## src/rtl/ahb2apb_bridge_mc_if.sv

```systemverilog
// AHB-Lite slave port and APB3 master port of ahb2apb_bridge_mc, grouped as one bundle.
// slave = bridge view, master = view of the surrounding AHB master and APB cluster.
interface ahb2apb_bridge_mc_if #(
    parameter int ADDR_W     = 32,
    parameter int DATA_W     = 32,
    parameter int NUM_SLAVES = 4
);
    logic                  HSEL;
    logic [ADDR_W-1:0]     HADDR;
    logic [1:0]            HTRANS;
    logic                  HWRITE;
    logic [DATA_W-1:0]     HWDATA;
    logic                  HREADY;
    logic                  HREADYOUT;
    logic                  HRESP;
    logic [DATA_W-1:0]     HRDATA;
    logic [ADDR_W-1:0]     PADDR;
    logic [NUM_SLAVES-1:0] PSEL;
    logic                  PENABLE;
    logic                  PWRITE;
    logic [DATA_W-1:0]     PWDATA;
    logic [DATA_W-1:0]     PRDATA;
    logic                  PREADY;
    logic                  PSLVERR;
    logic                  post_err;

    modport slave (
        input  HSEL, HADDR, HTRANS, HWRITE, HWDATA, HREADY, PRDATA, PREADY, PSLVERR,
        output HREADYOUT, HRESP, HRDATA, PADDR, PSEL, PENABLE, PWRITE, PWDATA, post_err
    );

    modport master (
        output HSEL, HADDR, HTRANS, HWRITE, HWDATA, HREADY, PRDATA, PREADY, PSLVERR,
        input  HREADYOUT, HRESP, HRDATA, PADDR, PSEL, PENABLE, PWRITE, PWDATA, post_err
    );
endinterface

```

## src/rtl/ahb2apb_bridge_mc.sv

```systemverilog
// AHB-Lite slave to APB3 master bridge with NUM_SLAVES one-hot selects, PREADY waits and PSLVERR->ERROR.
// Optional write posting is enabled by defining AHB2APB_WRITE_POSTING_EN.
module ahb2apb_bridge_mc #(
    parameter int ADDR_W     = 32,
    parameter int DATA_W     = 32,
    parameter int NUM_SLAVES = 4,
    parameter int SEL_LSB    = 12
) (
    input logic                clk,
    input logic                rst,
    ahb2apb_bridge_mc_if.slave bus
);
    localparam int IDX_W = (NUM_SLAVES > 1) ? $clog2(NUM_SLAVES) : 1;
    localparam logic [IDX_W:0] NUM_MAPPED = (IDX_W + 1)'(NUM_SLAVES);

`ifdef AHB2APB_WRITE_POSTING_EN
    localparam bit POST_EN = 1'b1;
`else
    localparam bit POST_EN = 1'b0;
`endif

    typedef enum logic [2:0] {
        IDLE, CAPT, SETUP, ACCESS, DONE, ERR1, ERR2
    } state_t;

    state_t state, state_d;

    logic [ADDR_W-1:0] cur_addr, pend_addr;
    logic              cur_write, pend_write, pend_valid, posted;
    logic [DATA_W-1:0] pwdata_q, hrdata_q;
    logic [IDX_W-1:0]  cur_idx;
    logic              accept, mapped, finish;
    logic              take_bus, take_pend, hold_pend;
    logic              latch_wdata, latch_rdata;
    logic              ready, resp, penable, apb_sel;

    assign accept  = bus.HSEL && bus.HREADY && (bus.HTRANS inside {2'b10, 2'b11});
    assign cur_idx = cur_addr[SEL_LSB +: IDX_W];
    assign mapped  = ({1'b0, cur_idx} < NUM_MAPPED);

    // Posted writes run SETUP/ACCESS in the background; a transfer taken meanwhile
    // parks in the pending slot and is started once the background cycle finishes.
    always_comb begin
        state_d     = state;
        ready       = 1'b1;
        resp        = 1'b0;
        penable     = 1'b0;
        apb_sel     = 1'b0;
        take_bus    = 1'b0;
        take_pend   = 1'b0;
        hold_pend   = 1'b0;
        latch_wdata = 1'b0;
        latch_rdata = 1'b0;
        finish      = 1'b0;
        unique case (state)
            IDLE: begin
                if (accept) begin
                    take_bus = 1'b1;
                    state_d  = CAPT;
                end
            end
            CAPT: begin
                latch_wdata = cur_write;
                if (posted) begin
                    if (mapped) begin
                        state_d   = SETUP;
                        hold_pend = accept;
                    end else begin
                        finish = 1'b1;
                    end
                end else begin
                    ready   = 1'b0;
                    state_d = mapped ? SETUP : ERR1;
                end
            end
            SETUP: begin
                ready     = posted && !pend_valid;
                apb_sel   = 1'b1;
                hold_pend = posted && accept;
                state_d   = ACCESS;
            end
            ACCESS: begin
                ready   = posted && !pend_valid;
                apb_sel = 1'b1;
                penable = 1'b1;
                if (bus.PREADY) begin
                    if (posted) begin
                        finish = 1'b1;
                    end else if (bus.PSLVERR) begin
                        state_d = ERR1;
                    end else begin
                        latch_rdata = !cur_write;
                        state_d     = DONE;
                    end
                end else begin
                    hold_pend = posted && accept;
                end
            end
            DONE, ERR2: begin
                resp = (state == ERR2);
                if (accept) begin
                    take_bus = 1'b1;
                    state_d  = CAPT;
                end else begin
                    state_d = IDLE;
                end
            end
            ERR1: begin
                ready   = 1'b0;
                resp    = 1'b1;
                state_d = ERR2;
            end
            default: state_d = IDLE;
        endcase

        if (finish) begin
            if (pend_valid) begin
                take_pend = 1'b1;
                state_d   = CAPT;
            end else if (accept) begin
                take_bus = 1'b1;
                state_d  = CAPT;
            end else begin
                state_d = IDLE;
            end
        end
    end

    always_ff @(posedge clk or posedge rst) begin
        if (rst) begin
            state      <= IDLE;
            cur_addr   <= '0;
            cur_write  <= 1'b0;
            posted     <= 1'b0;
            pend_addr  <= '0;
            pend_write <= 1'b0;
            pend_valid <= 1'b0;
            pwdata_q   <= '0;
            hrdata_q   <= '0;
        end else begin
            state <= state_d;
            if (take_bus) begin
                cur_addr  <= bus.HADDR;
                cur_write <= bus.HWRITE;
                posted    <= POST_EN && bus.HWRITE;
            end else if (take_pend) begin
                cur_addr  <= pend_addr;
                cur_write <= pend_write;
                posted    <= pend_write;
            end
            if (take_pend) begin
                pend_valid <= 1'b0;
            end else if (hold_pend && !pend_valid) begin
                pend_valid <= 1'b1;
                pend_addr  <= bus.HADDR;
                pend_write <= bus.HWRITE;
            end
            if (latch_wdata) begin
                pwdata_q <= bus.HWDATA;
            end
            if (latch_rdata) begin
                hrdata_q <= bus.PRDATA;
            end
        end
    end

`ifdef AHB2APB_WRITE_POSTING_EN
    logic post_err_q;

    always_ff @(posedge clk or posedge rst) begin
        if (rst) begin
            post_err_q <= 1'b0;
        end else if ((state == ACCESS && posted && bus.PREADY && bus.PSLVERR) ||
                     (state == CAPT && posted && !mapped)) begin
            post_err_q <= 1'b1;
        end
    end

    assign bus.post_err = post_err_q;
`else
    assign bus.post_err = 1'b0;
`endif

    assign bus.HREADYOUT = ready;
    assign bus.HRESP     = resp;
    assign bus.HRDATA    = hrdata_q;
    assign bus.PADDR     = cur_addr;
    assign bus.PWRITE    = cur_write;
    assign bus.PWDATA    = pwdata_q;
    assign bus.PENABLE   = penable;
    assign bus.PSEL      = apb_sel ? (NUM_SLAVES'(1) << cur_idx) : '0;
endmodule
```

## src/flat_wrapper.sv

```systemverilog
// flat-port wrapper written by rule: the top's interface ports become plain ports
module ahb2apb_bridge_mc_flat 
#(
    parameter int ADDR_W     = 32,
    parameter int DATA_W     = 32,
    parameter int NUM_SLAVES = 4,
    parameter int SEL_LSB    = 12
)
  (clk, rst, bus_HSEL, bus_HADDR, bus_HTRANS, bus_HWRITE, bus_HWDATA, bus_HREADY, bus_PRDATA, bus_PREADY, bus_PSLVERR, bus_HREADYOUT, bus_HRESP, bus_HRDATA, bus_PADDR, bus_PSEL, bus_PENABLE, bus_PWRITE, bus_PWDATA, bus_post_err);
  ahb2apb_bridge_mc_if #(.ADDR_W(ADDR_W), .DATA_W(DATA_W), .NUM_SLAVES(NUM_SLAVES)) bus_i ();
  input logic clk;
  input logic rst;
  input wire logic [$bits(bus_i.HSEL)-1:0] bus_HSEL;
  input wire logic [$bits(bus_i.HADDR)-1:0] bus_HADDR;
  input wire logic [$bits(bus_i.HTRANS)-1:0] bus_HTRANS;
  input wire logic [$bits(bus_i.HWRITE)-1:0] bus_HWRITE;
  input wire logic [$bits(bus_i.HWDATA)-1:0] bus_HWDATA;
  input wire logic [$bits(bus_i.HREADY)-1:0] bus_HREADY;
  input wire logic [$bits(bus_i.PRDATA)-1:0] bus_PRDATA;
  input wire logic [$bits(bus_i.PREADY)-1:0] bus_PREADY;
  input wire logic [$bits(bus_i.PSLVERR)-1:0] bus_PSLVERR;
  output wire logic [$bits(bus_i.HREADYOUT)-1:0] bus_HREADYOUT;
  output wire logic [$bits(bus_i.HRESP)-1:0] bus_HRESP;
  output wire logic [$bits(bus_i.HRDATA)-1:0] bus_HRDATA;
  output wire logic [$bits(bus_i.PADDR)-1:0] bus_PADDR;
  output wire logic [$bits(bus_i.PSEL)-1:0] bus_PSEL;
  output wire logic [$bits(bus_i.PENABLE)-1:0] bus_PENABLE;
  output wire logic [$bits(bus_i.PWRITE)-1:0] bus_PWRITE;
  output wire logic [$bits(bus_i.PWDATA)-1:0] bus_PWDATA;
  output wire logic [$bits(bus_i.post_err)-1:0] bus_post_err;
  assign bus_i.HSEL = bus_HSEL;
  assign bus_i.HADDR = bus_HADDR;
  assign bus_i.HTRANS = bus_HTRANS;
  assign bus_i.HWRITE = bus_HWRITE;
  assign bus_i.HWDATA = bus_HWDATA;
  assign bus_i.HREADY = bus_HREADY;
  assign bus_i.PRDATA = bus_PRDATA;
  assign bus_i.PREADY = bus_PREADY;
  assign bus_i.PSLVERR = bus_PSLVERR;
  assign bus_HREADYOUT = bus_i.HREADYOUT;
  assign bus_HRESP = bus_i.HRESP;
  assign bus_HRDATA = bus_i.HRDATA;
  assign bus_PADDR = bus_i.PADDR;
  assign bus_PSEL = bus_i.PSEL;
  assign bus_PENABLE = bus_i.PENABLE;
  assign bus_PWRITE = bus_i.PWRITE;
  assign bus_PWDATA = bus_i.PWDATA;
  assign bus_post_err = bus_i.post_err;
  ahb2apb_bridge_mc #(.ADDR_W(ADDR_W), .DATA_W(DATA_W), .NUM_SLAVES(NUM_SLAVES), .SEL_LSB(SEL_LSB)) u_core (.clk(clk), .rst(rst), .bus(bus_i));
endmodule
```

## config.mk

```make
export PLATFORM = sky130hd
export DESIGN_NAME = ahb2apb_bridge_mc_flat
export DESIGN_NICKNAME = d
export VERILOG_FILES = /design/src/rtl/ahb2apb_bridge_mc_if.sv /design/src/rtl/ahb2apb_bridge_mc.sv /design/src/flat_wrapper.sv
export SDC_FILE = /design/constraint.sdc
export NUM_CORES = 1
export LEC_CHECK = 0
export BUFFER_PORTS_ARGS = -buffer_cell sky130_fd_sc_hd__clkbuf_2
export CAP_MARGIN = 20
export CORE_MARGIN = 10
export CORE_UTILIZATION = 53
export DETAILED_ROUTE_END_ITERATION = 12
export GPL_TIMING_DRIVEN = 0
export PLACE_DENSITY = 0.85
export SLEW_MARGIN = 10
export SYNTH_ARGS = -nofsm -noshare
export SYNTH_HDL_FRONTEND = slang
export SYNTH_SLANG_ARGS = --single-unit
```

## constraint.sdc

```tcl
create_clock -name clk -period 9 [get_ports clk]
set_input_delay 0.45 -clock clk [delete_from_list [all_inputs] [get_ports clk]]
set_output_delay 0.45 -clock clk [all_outputs]
set_load 0.03 [all_outputs]
```

[After elaboration in Yosys (flattened, before gate mapping)]
Index checks and enable logic that the tools add are counted.
Word-level totals
  flip-flop bits (word level): 135
  input bits: 105
Cells by class
  equal/unequal tests: 11
  shift-type cells: 1
  mux-type cells: 38
  bitwise operators: 1
  reduce and logical (&&, ||, !) cells: 16
Operator list (number)
  $mux W32: 2
  $mux W1: 27
  $pmux W3 S6: 1
  $mux W3: 4
  $eq A3 B3 Y1 const B: 3
  $eq A3 B2 Y1 const B: 2
  $pmux W1 S3: 2
  $reduce_bool A2 Y1: 3
  $logic_and A1 B1 Y1: 5
  $eq A2 B2 Y1 const B: 2
  $mux W4: 1
  $reduce_or A2 Y1: 2
  $shl A1 B2 Y4 const A: 1
  $eq A3 B1 Y1 const B: 1
  $logic_not A3 Y1: 1
  $ne A3 B1 Y1 const B: 1
  $ne A3 B2 Y1 const B: 1
  $ne A3 B3 Y1 const B: 1
  $reduce_and A3 Y1: 1
  $reduce_or A3 Y1: 1
  $logic_not A1 Y1: 2
  $pmux W1 S2: 1
  $reduce_and A2 Y1: 1
  $not A1 Y1: 1

[Longest topological paths before layout]
  depth in word-level cells: 9
  mapped depth: 8

[Least setup slack after synthesis]
OpenSTA, ideal clock, no wires.
  path type: register -> output
  start point: register u_core.state[2]
  end point: output port bus_PSEL[0]
  arrival: 1336 ps
  path slack: 7214 ps
  stages on the path, launching flop included: 4
  buffers on the path: 1
  path through: dfrtp_1 -> buf_2 -> nand2b_1 -> nor3_1
On the way
  longest elaborated chain between the ends: 4
  elaborated cells on any way between the ends: 5
Ends and longest elaborated chain
  start: declaration: RTL line ahb2apb_bridge_mc.sv:26  | state_t state, state_d;
  start signal: assignment: RTL line ahb2apb_bridge_mc.sv:141  | state <= state_d;
  $eq A3 B2 Y1: RTL line ahb2apb_bridge_mc.sv:55  | unique case (state)
  $reduce_or A2 Y1 (no source line) (*)
  $mux W1 (*): RTL line ahb2apb_bridge_mc.sv:55
  $mux W4 (*): RTL line ahb2apb_bridge_mc.sv:191  | assign bus.PSEL = apb_sel ? (NUM_SLAVES'(1) << cur_idx) : '0;
  end: declaration: RTL line flat_wrapper.sv:26  | output wire logic [$bits(bus_i.PSEL)-1:0] bus_PSEL;
Mark *: on every way between the ends. The rest lies on a longest branch, timed or not.

[Worst setup path in the final report]
  start point: register u_core.state[2]
  end point: output port bus_PSEL[3]
The elaborated chain is that of the path after synthesis.

==> run summary <==
Area grow syn2layout - 32.82%
Status - finished clean
Final WL - 16600 um
Min-Delay Path Class - in2async
Vias in the first global route - 4758
Required @ worst endpoint - 8.55 ns
DR vias/cell - 5.506
Maxcap violations - 0
Number of buffers on the longest clock path - 2
Port Buffers - 207
DRC - 0
Fillers - 745
Post-CTS Resized - 0
Vias post-DR - 4570
Final net count - 786
Clock Sinks - 135
Register area - 3378 um^2
Hold-fix buffer count after cts - 0
Share of the synthesized area in the top cell type - 59.68%
Worst slew pin tran - 0.6344 ns
Die Width - 123.3 um
Synth Area in XOR/XNOR - 0.1547%
First-pass GRT wire length - 25430 um
Mapped Avg Cell Area - 12.47 um^2
Slew headroom - 57.70%
Power, Total - 2.962 mW
CTS buffer count - 17
Fraction of registers with async set/reset - 100.0%
Synthesized cell area - 5660 um^2
Sequential element share of the synthesized area - 59.68%
Simple-Gate Fraction of Synth Area - 6.012%
GPL Wtd Cong - 0.8623
Hpwl dp - 12520 um
# IOs - 210
Warning count from the yosys run - 0
Fin Setup TNS - 0 ns
Per-cell routed wire length - 20.00 um
Adder-Cell Fraction of Synth Area - 0%
Unique masters post-synth - 35
# setup viols final - 0
Clk_lat worst skew - 0.52 ns
Area of the multi-input gates - 2093 um^2
Leading area contributor after synthesis - dfrtp_1
Arrival @ worst endpoint - 1.79 ns
# Post-CTS Setup Buffers - 0
EDFF count, synth - 0
Maximum vdd ir drop - 0.0002189 V
Mux contribution to synthesized area - 19.47%
Mapped Cells - 454
Hold Fails Final Rpt - 0
Critical path class - reg2out
Root buffer cell - clkbuf_8
N_diodes - 0
Crit path max fanout - 10
Setup Skew - 0.006572 ns
Share of cells above drive strength 1 - 47.26%
Final min period - 2.241 ns
Synth area leaders - dfrtp_1 (60%), mux2_2 (13%), mux2_1 (6.4%), a31oi_1 (3.8%), a21oi_1 (3.3%)
Synth Area in Compound Gates - 11.27%
Largest family of logic cells by synthesized area - multiplexers
Clock-pin slew on the worst setup and hold paths - 0.06 ns
Max-slew violations - 0
F_max - 0.4463 GHz
Tot GR Track Use - 21.32%
LEAKAGE - 3.713 nW
Syn Nets - 559
Largest net degree at the start of global routing - 70
Crit end category - primary output
Number of iterations in the first detailed-routing pass - 6
H-tree depth - 4
RSZ-0062 raised after global routing - false
Final Cycle Share - 24.90%
Core area - 10370 um^2
Fin cells - 830
CTS tree - yes
Iter 0 DRT Violations - 336
Placed Cells - 798
Die area - 15210 um^2
Antenna violations before repair - 0
GRT overflow - 0
Pwr per Cell Area - 394.0 nW/um^2
Core Rows - 37
Final ANT Viol Nets - 0
Crit start category - flip-flop
Die Y - 123.3 um
#FFs+latches synth - 135
Ys flop type - dfrtp_1
Initial core utilization - 54.58%
-- cells in the final DEF, fill, tap and decap left out, drive strengths merged, types with 2 or more instances in the layout --
master / Yosys / routed
clkinv: 0 / 7
buf: 19 / 20
dfrtp: 135 / 135
nand2b: 2 / 2
o21ai: 36 / 36
inv: 5 / 5
clkbuf: 19 / 245
nor3: 2 / 2
and3: 2 / 2
nor2b: 2 / 2
bufinv: 0 / 4
clkinvlp: 0 / 2
a21oi: 37 / 37
nand3: 33 / 33
o22ai: 2 / 2
mux2: 97 / 97
nand2: 8 / 8
a31oi: 34 / 34
nor2: 7 / 7
and2: 2 / 2
-- registers in the layout, indices dropped and copies added, names as in the netlist --
name,count
u_core.pend_addr,32
u_core.state,3
u_core.pend_valid,1
u_core.pend_write,1
u_core.bus.HRDATA,32
u_core.posted,1
u_core.bus.PADDR,32
u_core.bus.PWDATA,32
u_core.bus.PWRITE,1
-- cells by family (layout without fill, tap and decap cells) --
| group | Yosys count | count (layout) |
|---|---|---|
| flops | 135 | 135 |
| compound gates | 114 | 114 |
| mux | 98 | 98 |
| simple gates | 62 | 62 |
| buf+inv | 43 | 283 |
| other cells | 1 | 1 |
| xor+xnor | 1 | 1 |
-- worst max-delay path, stage by stage (launching register included) --
cell and delay (ns):
dfrtp_1 0.36, buf_2 0.17, nor2b_1 0.11, buf_2 0.24, and3_1 0.18, clkbuf_2 0.21
-- routing by layer --
layer | global-route usage, % | vias up | share of wire, %
met5 | 0 | - | 0
met4 | 5.895 | 0 | 0.92
met3 | 7.976 | 16 | 10
met2 | 35.69 | 196 | 49
met1 | 25.31 | 2243 | 40
li1 | - | 2115 | -
-- cell usage after synthesis, types with 2 or more instances --
library cell / instances
dfrtp_1: 135
mux2_2: 65
a21oi_1: 37
a31oi_1: 34
nand3_1: 33
mux2_1: 32
o21ai_0: 30
clkbuf_1: 19
buf_2: 16
nand2_1: 8
nor2_1: 7
o21ai_1: 6
inv_1: 5
and3_1: 2
buf_4: 2
nand2b_1: 2
nor2b_1: 2
nor3_1: 2
-- final timing paths --
kind                                                      to  cells past startpoint                              start  slack, ns
max in group asynchronous   u_core.bus.PADDR[22]$_DFFE_PP0P_                      3                                rst       8.23
setup / recovery                                 bus_PSEL[3]                      5        u_core.state[2]$_DFFE_PP0P_       6.76
hold reg to reg            u_core.bus.PWDATA[23]$_DFFE_PP0P_                      1  u_core.bus.PWDATA[23]$_DFFE_PP0P_       0.49
setup reg to reg            u_core.bus.PADDR[16]$_DFFE_PP0P_                      8        u_core.state[2]$_DFFE_PP0P_       6.85
hold / removal             u_core.bus.HRDATA[13]$_DFFE_PP0P_                      2                                rst       0.02
min in group clk           u_core.bus.HRDATA[26]$_DFFE_PP0P_                      2                     bus_PRDATA[26]       0.15
-- layout make-up --
class | instances | area share, %
Clock buffer | 19 | 5.875
Buffer | 38 | 2.263
Inverter | 5 | 0.3162
Sequential cell | 135 | 44.93
Timing Repair Buffer | 208 | 14.15
Tap cell | 136 | 2.263
Clock inverter | 13 | 2.363
Multi-Input combinational cell | 276 | 27.84
-- where the power goes --
part	switching (mW)	internal, mW	leakage (nW)
Sequential	0.133	0.838	1.69
Combinational	0.885	0.386	1.72
Clock	0.258	0.463	0.303
-- per-stage QoR --
| step | instance area, um^2 | hold WS, ns | worst slack, ns | util (%) |
|---|---|---|---|---|
| 3_5_place_dp | 6899 | 0.4799 | 6.720 | 66.53 |
| 4_1_cts | 7518 | 0.04101 | 6.766 | 72.50 |
| 3_3_place_gp | 6867 | 0.4722 | 3.697 | 66.22 |
| 5_1_grt | 7518 | 0.06601 | 6.635 | 72.50 |
| 2_1_floorplan | 5660 | 0.4728 | 4.939 | - |
| 6_report | 7518 | 0.02207 | 6.759 | 72.50 |
(Power assumes the default switching activity.)
